===== src/rtl/core_start_rx_pkg.sv =====
`default_nettype none
// =============================================================================
// Module      : core_start_rx_pkg
// Description : Shared constants and helpers for the per-core start receiver.
// Revision    : 1.0 - initial release
// =============================================================================
package core_start_rx_pkg;

   localparam int c_rounds_def = 64;
   localparam int c_num_ctx    = 2;

   typedef logic [c_num_ctx-1:0] ctx_vec_t;

   // Index of the highest set bit needed to hold 'value'; never below 0.
   function automatic int msb_of(input int value);
      return (value < 2) ? 0 : $clog2(value + 1) - 1;
   endfunction

endpackage
`default_nettype wire


===== src/rtl/core_start_rx_ctx_seq.sv =====
`default_nettype none
// =============================================================================
// Module      : core_start_rx_ctx_seq
// Description : Busy flag, round counter and latched sequence bit of one context.
// Revision    : 1.0 - initial release
// =============================================================================
module core_start_rx_ctx_seq
   import core_start_rx_pkg::*;
#(
   parameter int ROUNDS  = c_rounds_def,
   parameter int RND_MSB = msb_of(ROUNDS - 1)
) (
   input  logic             CLK,
   input  logic             RESET_N,
   input  logic             launch,
   input  logic             advance,
   input  logic             seq_in,
   output logic             busy,
   output logic [RND_MSB:0] cnt,
   output logic             seq,
   output logic             last
);

   localparam int               c_last_int = ROUNDS - 1;
   localparam logic [RND_MSB:0] c_last_rnd = c_last_int[RND_MSB:0];

   logic             r_busy;
   logic [RND_MSB:0] r_cnt;
   logic             r_seq;

   // A launch coinciding with the final advance restarts the run.
   always_ff @(posedge CLK or negedge RESET_N) begin
      if (!RESET_N) begin
         r_busy <= 1'b0;
         r_cnt  <= '0;
         r_seq  <= 1'b0;
      end else if (launch) begin
         r_busy <= 1'b1;
         r_cnt  <= '0;
         r_seq  <= seq_in;
      end else if (advance) begin
         r_cnt <= r_cnt + 1'b1;
         if (r_cnt == c_last_rnd) begin
            r_busy <= 1'b0;
         end
      end
   end

   assign busy = r_busy;
   assign cnt  = r_cnt;
   assign seq  = r_seq;
   assign last = (r_cnt == c_last_rnd);

endmodule
`default_nettype wire


===== src/rtl/core_start_rx.sv =====
`default_nettype none
// =============================================================================
// Module      : core_start_rx
// Description : Decodes core_start pulses into context runs and issues rounds.
// Revision    : 1.0 - initial release
// =============================================================================
module core_start_rx
   import core_start_rx_pkg::*;
#(
   parameter int ROUNDS  = c_rounds_def,
   parameter int RND_MSB = msb_of(ROUNDS - 1)
) (
   input  logic             CLK,
   input  logic             RESET_N,
   input  logic             core_start,
   input  logic             ctx_num,
   input  logic             seq_num,
   input  logic             err_clr,
   output logic             rnd_valid,
   output logic             rnd_ctx,
   output logic [RND_MSB:0] rnd_num,
   output logic             rnd_seq,
   output logic             rnd_last,
   output logic [1:0]       done,
   output logic [1:0]       busy,
   output logic             overrun,
   output logic             phase_err
);

   ctx_vec_t         w_busy;
   ctx_vec_t         w_last;
   ctx_vec_t         w_seq;
   ctx_vec_t         w_sel;
   ctx_vec_t         w_adv;
   ctx_vec_t         w_launch;
   logic [RND_MSB:0] w_cnt [c_num_ctx];
   logic             w_issue;
   logic             w_ovr_set;
   logic             w_phase_set;

   logic             r_rnd_valid;
   logic             r_rnd_ctx;
   logic [RND_MSB:0] r_rnd_num;
   logic             r_rnd_seq;
   logic             r_rnd_last;
   ctx_vec_t         r_done;
   logic             r_overrun;
   logic             r_phase_err;
   logic             r_ctx_prev;
   logic             r_hist_vld;

   generate
      for (genvar g = 0; g < c_num_ctx; g++) begin : g_ctx
         assign w_sel[g]    = (ctx_num == 1'(g));
         assign w_adv[g]    = w_sel[g] & w_busy[g];
         // The slot that issues the final round frees the context for relaunch.
         assign w_launch[g] = core_start & w_sel[g] & (~w_busy[g] | (w_adv[g] & w_last[g]));

         core_start_rx_ctx_seq #(
            .ROUNDS  (ROUNDS),
            .RND_MSB (RND_MSB)
         ) u_ctx_seq (
            .CLK     (CLK),
            .RESET_N (RESET_N),
            .launch  (w_launch[g]),
            .advance (w_adv[g]),
            .seq_in  (seq_num),
            .busy    (w_busy[g]),
            .cnt     (w_cnt[g]),
            .seq     (w_seq[g]),
            .last    (w_last[g])
         );
      end
   endgenerate

   assign w_issue     = |w_adv;
   assign w_ovr_set   = core_start & ~(|w_launch);
   assign w_phase_set = r_hist_vld & (ctx_num == r_ctx_prev);

   always_ff @(posedge CLK or negedge RESET_N) begin
      if (!RESET_N) begin
         r_rnd_valid <= 1'b0;
         r_rnd_ctx   <= 1'b0;
         r_rnd_num   <= '0;
         r_rnd_seq   <= 1'b0;
         r_rnd_last  <= 1'b0;
         r_done      <= '0;
      end else begin
         r_rnd_valid <= w_issue;
         r_done      <= w_adv & w_last;
         if (w_issue) begin
            r_rnd_ctx  <= ctx_num;
            r_rnd_num  <= w_cnt[ctx_num];
            r_rnd_seq  <= w_seq[ctx_num];
            r_rnd_last <= w_last[ctx_num];
         end
      end
   end

   always_ff @(posedge CLK or negedge RESET_N) begin
      if (!RESET_N) begin
         r_ctx_prev  <= 1'b0;
         r_hist_vld  <= 1'b0;
         r_overrun   <= 1'b0;
         r_phase_err <= 1'b0;
      end else begin
         r_ctx_prev  <= ctx_num;
         r_hist_vld  <= 1'b1;
         r_overrun   <= w_ovr_set | (r_overrun & ~err_clr);
         r_phase_err <= w_phase_set | (r_phase_err & ~err_clr);
      end
   end

   assign rnd_valid = r_rnd_valid;
   assign rnd_ctx   = r_rnd_ctx;
   assign rnd_num   = r_rnd_num;
   assign rnd_seq   = r_rnd_seq;
   assign rnd_last  = r_rnd_last;
   assign done      = r_done;
   assign busy      = w_busy;
   assign overrun   = r_overrun;
   assign phase_err = r_phase_err;

endmodule
`default_nettype wire


===== config.mk =====
export PLATFORM = sky130hd
export DESIGN_NAME = core_start_rx
export DESIGN_NICKNAME = d
export VERILOG_FILES = /design/src/rtl/core_start_rx_pkg.sv /design/src/rtl/core_start_rx_ctx_seq.sv /design/src/rtl/core_start_rx.sv
export SDC_FILE = /design/constraint.sdc
export NUM_CORES = 1
export LEC_CHECK = 0
export CELL_PAD_IN_SITES_DETAIL_PLACEMENT = 0
export CELL_PAD_IN_SITES_GLOBAL_PLACEMENT = 2
export CORE_MARGIN = 4
export CORE_UTILIZATION = 39
export CTS_BUF_LIST = sky130_fd_sc_hd__clkbuf_4 sky130_fd_sc_hd__clkbuf_8
export CTS_CLUSTER_DIAMETER = 60
export CTS_CLUSTER_SIZE = 16
export DETAILED_ROUTE_END_ITERATION = 6
export MAX_ROUTING_LAYER = met4
export PLACE_DENSITY_LB_ADDON = 0.12
export SKIP_LAST_GASP = 1
export SLEW_MARGIN = 20
export SYNTH_ARGS = -nofsm -noshare
export SYNTH_HDL_FRONTEND = slang
export SYNTH_SLANG_ARGS = --single-unit

===== constraint.sdc =====
create_clock -name CLK -period 3.82 [get_ports CLK]
set_input_delay 0.573 -clock CLK [delete_from_list [all_inputs] [get_ports CLK]]
set_output_delay 0.573 -clock CLK [all_outputs]
set_load 0.02 [all_outputs]

# Yosys cells after proc, flatten, opt, wreduce, memory -nomap -nowiden

Cells that the tools add are included.

Bits in registers: 32
Input port bits: 6
Output and inout bits: 16

Add/subtract/negate cells: 2
Order comparisons: 2
Equality and inequality tests: 3
Multiplexer cells: 17
Bitwise operators: 23
Reduce and logical (&&, ||, !) cells: 8

Operators by type and width:

| operator                                           | number |
|---|---|
| two-way mux 6 bit                                  | 7 |
| adder 6 x 1 -> 6 bit, second input constant        | 2 |
| bitwise AND 1 bit                                  | 12 |
| equality test 6 bit, second input constant         | 2 |
| two-way mux 1 bit                                  | 10 |
| nonzero test 2 bit                                 | 4 |
| NOT 1 bit                                          | 5 |
| OR 1 bit                                           | 4 |
| AND reduction 2 bit                                | 2 |
| OR reduction 2 bit                                 | 2 |
| bitwise AND 2 bit                                  | 1 |
| >= comparator 2 bit, second input constant         | 1 |
| < comparator 1 x 2 -> 1 bit, second input constant | 1 |
| NOT 1 -> 2 bit                                     | 1 |
| equality test 1 bit                                | 1 |

# Longest topological paths before layout

Gate-level depths: netlist (run 1).

Word-level depth: 9
Mapped depth: 5

# Hierarchy

A second synthesis (run 1) with hierarchy kept.

Cell total of the unflattened synthesis: 123
Area total of the unflattened synthesis: 1483.9 µm²

Modules (own cells, without submodules):

| module                | instances | cells an instance | area each (µm²) | sequential area each (µm²) |
|---|---|---|---|---|
| core_start_rx         | 1         | 53                | 750.7           | 400.4 |
| core_start_rx_ctx_seq | 2         | 35                | 366.6           | 200.2 |

# Worst setup path after synthesis (run 1)

Ideal clock, no wire load.

Path kind: input -> register
Start: input ctx_num
End: register g_ctx[1].u_ctx_seq.r_seq
Library setup time: 125 ps
Arrival time: 1361 ps
Required time: 3695 ps
Setup slack: 2334 ps
Stages: 4
Buffers on the path: 1
Cells stage by stage: buf_6 -> and3b_1 -> a41oi_2 -> mux2_4

Longest elaborated chain between the ends: 4

RTL lines:

| item                  | line                        | RTL |
|---|---|---|
| from (decl)           | core_start_rx.sv:16         | `input logic ctx_num,` |
| bitwise AND 1 bit     | core_start_rx.sv:55         | `assign w_adv[g] = w_sel[g] & w_busy[g];` |
| bitwise AND 1 bit     | core_start_rx.sv:57         | `assign w_launch[g] = core_start & w_sel[g] & (~w_busy[g] \| (w_adv[g] & w_last[g]));` |
| OR 1 bit              | core_start_rx.sv:57         |  |
| bitwise AND 1 bit (*) | core_start_rx.sv:57         |  |
| to (signal assigned)  | core_start_rx_ctx_seq.sv:40 | `r_seq <= seq_in;` |
| to (decl)             | core_start_rx_ctx_seq.sv:29 | `logic r_seq;` |

Every way passes the cells marked *; elsewhere a longest branch is shown, timed or not.
A chain may end at the register's enable or synchronous reset.

# Worst setup path after layout (run 1)

Start: input ctx_num
End: register r_rnd_last (netlist: rnd_last)

Longest elaborated chain between the ends: 3

RTL lines:

| item                 | line                | RTL |
|---|---|---|
| NOT 1 bit            | core_start_rx.sv:54 | `assign w_sel[g] = (ctx_num == 1'(g));` |
| bitwise AND 1 bit    | core_start_rx.sv:55 |  |
| OR reduction 2 bit   | core_start_rx.sv:76 | `assign w_issue = \|w_adv;` |
| to (signal assigned) | core_start_rx.sv:95 | `r_rnd_last <= w_last[ctx_num];` |
| to (decl)            | core_start_rx.sv:45 | `logic r_rnd_last;` |

Several ways; a longest one is shown, not always the timed one. The select of a mux whose other input is x is not followed.

==> results.txt, run 1 <==
Post-synthesis instance area: 1617 um2. Summing the areas of all and, or, nand and nor instances in the mapped netlist gives 15.87% of the synthesized area. The adder and majority cell fraction of the synthesized area was 1.548%; the share of layout cells above drive strength 1 was 10.40%.

The power dissipated by switching net loads came out at 0.4690 mW. The endpoint of the worst register-to-register path is g_ctx[0].u_ctx_seq.busy$_DFFE_PN0P_. After synthesis, the largest family of logic cells by area is compound AO/OA/AOI/OAI gates.

Relative to the synthesized area, the layout overhead comes to 20.74%. The total of buffers placed on input and output ports is 21. The final layout contains routed wiring with a total length of 3443 um. For this block, the via count after detailed routing is 1185.

The run gives 0.8669 mW as the internal power component. The number of diodes added for antenna fixing was 0; the power per cell area was 684.4 nW/um2. Clock tree synthesis found a total of 32 sinks. In this run the deepest clock path goes through 2 buffers. Summed over all cells, the static leakage comes to 0.8351 nW. The count of warnings emitted by yosys was 0. Setup repair after global routing left no endpoint under its margin. The critical path is of the in -> reg type. The startpoint identified for the worst register-to-register timing path is g_ctx[0].u_ctx_seq.cnt[0]$_DFFE_PN0P_. The per-cell routed wire length is 15.44 um, and the total of endpoints with negative setup slack in the final report is 0.

The synthesized flop and latch total is 32. The net count of the finished layout is 180. The global-route wire length before repair was 5920 um; the count of final max-slew check failures was 0. The worst-case vdd ir drop came out at 370.8 uV.

In this run, distinct cell masters in the synthesized netlist total 42. In this run the most critical hold path is launched from r_hist_vld$_DFF_PN0_. The number of clock buffers added by TritonCTS is 5. The detailed router used layers up to and including met4. The routed design uses 163 um of met3 wire.

The number of buffers inserted to repair setup after CTS is 0. At the pin with the least slew margin, the transition time is 0.7110 ns. The met2 wire length is 1521 um, and the H-tree depth reported by CTS is 2.

The max-slew headroom at the worst pin was 52.45%; the required time at the endpoint of the critical path was 3.98 ns. For the number of max-cap violations, the log shows 0. The layout has 384 filler cells. The async set or reset register ratio after synthesis is 100.0%, and the sum of negative setup slack is 0 ns. Remaining global-route overflow: 0. Multiplexer cells account for 9.443% of the synthesized area.

Counting flops with a built-in enable in the synthesized netlist gives 0. The number of gates resized after cts was 0; the latest clock arrival within the worst-skew pair was 0.29 ns. Measured in cells, the most critical reg-to-reg path has a length of 4. The run gives 22 as the number of ports placed on the die boundary. For this run, the leading register cell type out of synthesis is dfrtp_1.

After Yosys synthesis, XOR and XNOR cells account for 0.5418% of the synthesized area. The endpoint of the worst hold path was phase_err$_DFF_PN0_. In this run the remaining antenna-violating nets after routing total 0. The logs give 1.336 mW for the overall power after layout and 2.45 ns for the worst endpoint data arrival time. Once the floorplan was initialized, standard cells occupied 40.41% of the core.

In this run, the number of DRC markers left after iteration 0 of detailed routing was 59. Based on the critical path, the design can be clocked at up to 436.2 MHz. Synthesis handed over a netlist of 151 instances. The portion of total power attributed to the clock network is 24.2%. The floorplan die width is 72.38 um, and the proportion of synthesized chip area in sequential cells is 49.54%. The switching share of power was 35.11%. Type of the most critical hold path: reg -> reg.

TritonCTS built the clock tree. The number of hold buffers added after CTS was 0. The minimum period implied by the final worst setup slack was 2.293 ns; the number of remaining DRC errors was 0. Along the worst hold path, the cell count comes to 2. The initial antenna violation count was 0; the share of total power in sequential cells was 42.9%. In the global route stage, overall resource usage came out at 15.29%.

The die covers 5239 um2. The run gives 2.17 ns as the reg2reg setup slack. The run gives 159 as the net count of the mapped netlist. The clock tree root buffer cell is clkbuf_8. Clock-pin slew was measured on the worst setup and hold paths at 0.06 ns.

The HPWL after detailed placement is 2507 um. From bottom edge to top edge, the die measures 72.38 um. The category of the worst setup path launch point was an input port. The synthesized area per cell was 10.71 um2; the post-route clock skew was 0.005858 ns. Summing the areas of all compound-gate instances in the mapped netlist gives 17.49% of the synthesized area. The largest net degree at the start of global routing was 33.

The post-detailed-route via-to-cell ratio was 5.314; the biggest fanout along the worst timing path was 17. The first detailed-routing pass ran for 4 iterations. At the end of routability-driven placement, the weighted congestion stood at 0.7432.

The core region is 4000 um2. Per report_power, the combinational group accounts for 32.8% of the total. The logs give 0 for the number of hold violations in the final report and 1165 for the number of global-route vias before repair. The run finished with clean final reports. The worst setup path is captured at a flip-flop.

The total number of placement rows was 23; the share of the clock period used by the worst path was 60.02%. In the final routing, the length of wire on met1 measures 1689 um.
==> layout by cell type, fill, tap and decap left out, types with 3 or more instances in the layout <==
cell	n
a22o_1	5
clkbuf_8	5
clkdlybuf4s50_1	21
dfrtp_1	32
inv_1	6
mux2_2	3
mux2i_1	9
nand2_1	15
nand2b_1	3
nand3_1	5
nand4_1	3
nor2b_1	3
o211ai_1	3
o21ai_0	13
o21ai_1	6
or3_1	5
==> state kept, by name, indices dropped and copies added, names as in the netlist <==
| signal | count |
|---|---|
| rnd_last | 1 |
| done | 2 |
| rnd_valid | 1 |
| rnd_seq | 1 |
| overrun | 1 |
| rnd_num | 6 |
| g_ctx.u_ctx_seq.seq | 2 |
| rnd_ctx | 1 |
| g_ctx.u_ctx_seq.cnt | 12 |
| g_ctx.u_ctx_seq.busy | 2 |
| r_hist_vld | 1 |
| r_ctx_prev | 1 |
| phase_err | 1 |
==> cell type report <==
type / instances / area (um2) / area share (%)
Multi-Input combinational cell: 104 / 729.5 / 37.37
Timing Repair Buffer: 23 / 225.2 / 11.54
Tap cell: 50 / 62.56 / 3.205
Sequential cell: 32 / 800.8 / 41.03
Inverter: 6 / 22.52 / 1.154
Clock inverter: 2 / 35.03 / 1.795
Clock buffer: 6 / 76.32 / 3.910
==> power groups by stage <==
stage / logic, mW / registers, mW / clock network (mW)
global placement: 0.438 / 0.578 / 0
CTS: 0.444 / 0.576 / 0.334
detailed placement: 0.442 / 0.582 / 0
finish: 0.438 / 0.574 / 0.324
floorplan: 0.248 / 0.597 / 0
global route: 0.486 / 0.597 / 0.350
==> per-stage QoR <==
stage | hold slack [ns] | setup WS [ns] | std cells | util [%] | cell area, um2
after CTS | 0.4893 | 1.502 | 223 | 48.80 | 1952
final | 0.4816 | 1.527 | 223 | 48.80 | 1952
after detailed placement | 0.4734 | 1.206 | 215 | 46.01 | 1841
after global placement | 0.4389 | 1.306 | 215 | 46.01 | 1841
after floorplan | 0.2774 | 2.334 | 151 | - | 1617
after global routing | 0.5242 | 1.312 | 223 | 48.80 | 1952
==> cell usage after synthesis, types with 3 or more instances <==
cell type | instances | area share [%]
nand3_1 | 5 | 1.5
or3_1 | 5 | 1.9
buf_4 | 5 | 2.3
nor2b_1 | 3 | 1.2
o21ai_1 | 6 | 1.9
dfrtp_1 | 32 | 50
o21ai_0 | 13 | 4.0
mux2i_1 | 9 | 5.6
mux2_2 | 3 | 2.1
nand4_1 | 3 | 1.2
buf_2 | 3 | 0.93
o211ai_1 | 3 | 1.4
nand2b_1 | 3 | 1.2
nand2_1 | 15 | 3.5
a22o_1 | 5 | 2.7
inv_1 | 6 | 1.4
==> per-layer routing <==
| layer | global-route usage [%] | vias up |
|---|---|---|
| met5 | - | - |
| met4 | 6.148 | 0 |
| met3 | 3.740 | 8 |
| met2 | 21.54 | 25 |
| met1 | 21.07 | 565 |
| li1 | - | 587 |
==> logic make-up after synthesis <==
logic type,after synthesis
XOR/XNOR,1
buffers and inverters,15
adder cells (fa/ha/maj),2
flip-flops,32
AO/OA/AOI/OAI,42
AND/OR/NAND/NOR,44
other,1
multiplexers,14
==> worst max-delay path: stages <==
cell and delay (ns):
clkdlybuf4s50_1 0.93, mux2i_2 0.66, nor2b_1 0.23, a31oi_1 0.05
==> how the worst max path moves through the flow <==
| stage | end | slack, ns | depth (start not counted) | from |
|---|---|---|---|---|
| 6_report | rnd_last$_DFFE_PN0P_ | 1.53 | 4 | ctx_num |
| 5_1_grt | rnd_last$_DFFE_PN0P_ | 1.31 | 4 | ctx_num |
| 4_1_cts | rnd_last$_DFFE_PN0P_ | 1.50 | 4 | ctx_num |
| 3_5_place_dp | rnd_last$_DFFE_PN0P_ | 1.21 | 4 | ctx_num |
| 3_3_place_gp | rnd_last$_DFFE_PN0P_ | 1.31 | 4 | ctx_num |
| 2_1_floorplan | g_ctx[1].u_ctx_seq.seq$_DFFE_PN0N_ | 2.33 | 4 | ctx_num |
Note: power is estimated with default switching activity, not from simulation.
==> run 2: changes to the inputs <==
--- a/config.mk
+++ b/config.mk
@@ -8,7 +8,7 @@
 export CELL_PAD_IN_SITES_DETAIL_PLACEMENT = 0
 export CELL_PAD_IN_SITES_GLOBAL_PLACEMENT = 2
 export CORE_MARGIN = 4
-export CORE_UTILIZATION = 39
+export CORE_UTILIZATION = 33
 export CTS_BUF_LIST = sky130_fd_sc_hd__clkbuf_4 sky130_fd_sc_hd__clkbuf_8
 export CTS_CLUSTER_DIAMETER = 60
 export CTS_CLUSTER_SIZE = 16
==> constraint.sdc (replaced) <==
create_clock -name CLK -period 1.85 [get_ports CLK]
set_input_delay 0.2775 -clock CLK [delete_from_list [all_inputs] [get_ports CLK]]
set_output_delay 0.2775 -clock CLK [all_outputs]
set_load 0.02 [all_outputs]
==> run 2 against run 1 <==
Effect of this change: utilization is 5.7 points lower; clock skew is 0.00073 ns higher; sequential power up 99%; via count rose by 3.4%; critical path depth fell by 3; count of clock-buffer cells in the layout did not move; critical path type is now reg -> out; critical endpoint is now busy[1]; highest routed layer unchanged.
==> results.txt, run 2 (synthesis results as in run 1) <==
The flow ran to the end, and the final reports show no timing, DRC or antenna violations. The total length of routed wires was 3539 um (was 3443 um); the global router's overall resource usage was 13.39% (was 15.29%). The category of the worst setup path launch point was a flip-flop (was an input port). For the number of hold violations in the final report, the log shows 0 (unchanged). The tools report the global-route wire length before repair as 6251 um (was 5920 um).

Post-detailed-route via-to-cell ratio: 4.880 (was 5.314). The total number of placement rows came out at 25 (was 23). Critical path start-end classification: reg -> out (was in -> reg). The number of buffers and inverters on the critical path was 1 (unchanged). Setup repair after global routing left no endpoint under its margin. The required time at the endpoint of the critical path came out at 1.57 ns (was 3.98 ns). The per-cell routed wire length was 14.10 um (was 15.44 um); the worst setup margin was 0.1609 ns (was 1.527 ns). The clock input transition at the sequential cells of the worst setup and hold paths was 0.07 ns (was 0.06 ns). The number of max-cap violations came out at 0 (unchanged).

The share of the clock period used by the worst path is 91.30%. Residual antenna-violating net count after detailed routing: 0 (unchanged). The capturing element of the worst setup path was busy[1] (was rnd_last$_DFFE_PN0P_). The post-route clock skew came out at 0.006586 ns (was 0.005858 ns). The endpoint type of the worst setup path is an output pin (was a flip-flop).

The flip-flop count of the largest register after layout is 12 (unchanged), and the worst endpoint data arrival time is 1.41 ns (was 2.45 ns). The biggest fanout along the worst timing path was 8 (was 17); the final cell area excluding filler cells was 2037 um2 (was 1952 um2). The endpoint of the worst register-to-register path was g_ctx[0].u_ctx_seq.cnt[1]$_DFFE_PN0P_ (was g_ctx[0].u_ctx_seq.busy$_DFFE_PN0P_). The number of buffers inserted to repair setup after CTS is 0 (unchanged). The count of final max-slew check failures is 0 (unchanged). The type of the most critical hold path is in -> async (was reg -> reg).

Family with the most delay on the worst path: buffers and inverters (unchanged). Most frequent standard cell in the layout excluding fill and tap cells: dfrtp_1 (unchanged). The maximum single-stage delay on the critical path was 0.66 ns (was 0.93 ns); the total of endpoints with negative setup slack in the final report was 0 (unchanged).

For the initial cell density of the core, the log shows 34.23% (was 40.41%). For the total clock sinks, the log shows 32 (unchanged). The worst-case vdd ir drop came out at 526.4 uV (was 370.8 uV). The post-place instance area is 1944 um2 (was 1841 um2). The worst setup path startpoint is g_ctx[1].u_ctx_seq.busy$_DFFE_PN0P_ (was ctx_num). The logs give 22 (unchanged) for the number of ports placed on the die boundary and 33 (unchanged) for the largest net degree at the start of global routing. The slowest cell on the critical path is clkdlybuf4s50_1 (unchanged). The maximum clock path buffer count is 2 (unchanged). The area added between synthesis and finish was 26.01% (was 20.74%). The startpoint of the most critical register-to-register path is g_ctx[0].u_ctx_seq.cnt[0]$_DFFE_PN0P_ (unchanged). The tools report the HPWL after detailed placement as 2694 um (was 2507 um). The power per cell area came out at 1330 nW/um2 (was 684.4 nW/um2). The reg2reg setup slack is 0.41 ns (was 2.17 ns), and the number of global-route vias before repair is 1237 (was 1165). The logs give 0.02405 ns (was 1.206 ns) for the worst setup slack after placement and 0 (unchanged) for the initial antenna violation count.

Number of hold buffers added after CTS: 0 (unchanged). The total of buffers placed on input and output ports is 21 (unchanged), and the number of diodes added for antenna fixing is 0 (unchanged). The placer's final routability congestion estimate is 0.7813 (was 0.7432).

Derived from the worst setup path, the maximum achievable clock frequency is 592.0 MHz. The number of remaining DRC errors is 0 (unchanged). Leakage dissipation: 0.8787 nW (was 0.8351 nW). Top library cells by usage in the layout, fill and taps aside: 32 x dfrtp_1, 21 x clkdlybuf4s50_1, 15 x nand2_1 (unchanged). Series of cell instances along the critical path: clkdlybuf4s50_1 (was clkdlybuf4s50_1, mux2i_2, nor2b_1, a31oi_1). Subtracting the final worst setup slack from the clock period gives 1.689 ns. Area enclosed by the die boundary: 6082 um2 (was 5239 um2). The initial DRC count is 43 (was 59), and the length in cells of the worst reg-to-reg path is 4 (unchanged).

The tools report the number of gates resized after cts as 0 (unchanged). Clock tree root buffer cell: clkbuf_8 (unchanged). The tools report the latest clock arrival within the worst-skew pair as 0.28 ns (was 0.29 ns). The tools report the total number of vias as 1225 (was 1185).

For the sum of negative setup slack, the log shows 0 ns (unchanged). TritonCTS built the clock tree. The tools report the H-tree depth reported by CTS as 2 (unchanged).

The logs give 0 (unchanged) for the remaining global-route overflow and 4 (unchanged) for the iteration count of the initial detailed-routing pass. The floorplan die width was 77.99 um (was 72.38 um). Die span in y: 77.99 um (was 72.38 um).

The number of buffers created by CTS is 5 (unchanged), and the number of nets in the layout is 191 (was 180). The critical path depth works out to 1 (was 4). The share of layout cells above drive strength 1 was 15.76% (was 10.40%). The area of the core came out at 4723 um2 (was 4000 um2).
[run 2: cell types whose count changed in the layout (fill, tap and decap cells not counted)]
cell and change:
clkbuf_4 -1, bufinv_16 -1, buf_4 +11, clkinv_2 +1, clkbuf_8 +1
[run 2: how the worst min path moves through the flow]
stage	startpoint	cells past startpoint	slack, ns	to
after detailed placement	r_hist_vld$_DFF_PN0_	2	0.45	phase_err$_DFF_PN0_
after floorplan	RESET_N	0	-0.02	done[0]$_DFF_PN0_
after CTS	RESET_N	2	0.41	g_ctx[1].u_ctx_seq.seq$_DFFE_PN0N_
final	RESET_N	2	0.40	g_ctx[0].u_ctx_seq.cnt[5]$_DFFE_PN0P_
after global placement	r_hist_vld$_DFF_PN0_	2	0.44	phase_err$_DFF_PN0_
after global routing	RESET_N	2	0.43	g_ctx[0].u_ctx_seq.cnt[5]$_DFFE_PN0P_
[run 2: routing by layer]
metal / share of wire [%] / global-route usage, %
met1: 49 / 17.65
met2: 46 / 20.12
met3: 4.3 / 3.944
met4: 1.2 / 3.671
met5: 0 / -
[run 2: final cells by class]
cell class                 count  area (um2)
fill                         451        2686
sequential                    32       800.8
multi-input combinational    104       729.5
timing repair buffer          34       307.8
tap                           67       83.83
clock buffer                   6       82.58
inverter                       6       22.52
clock inverter                 2       10.01
[run 2: stage by stage]
stage	power (mW)	instances	hold slack [ns]	utilization, %
floorplan	1.746	151	-0.01809	-
global placement	2.177	243	0.4436	41.17
detailed placement	2.192	243	0.4484	41.17
CTS	2.757	251	0.4060	43.13
global route	2.920	251	0.4317	43.13
finish	2.709	251	0.4006	43.13
[run 2: power breakdown]
group | total (mW) | switching [mW] | internal (mW)
combinational | 1.02 | 0.509 | 0.515
sequential | 1.14 | 0.222 | 0.919
clock | 0.544 | 0.248 | 0.296
total | 2.71 | 0.979 | 1.73
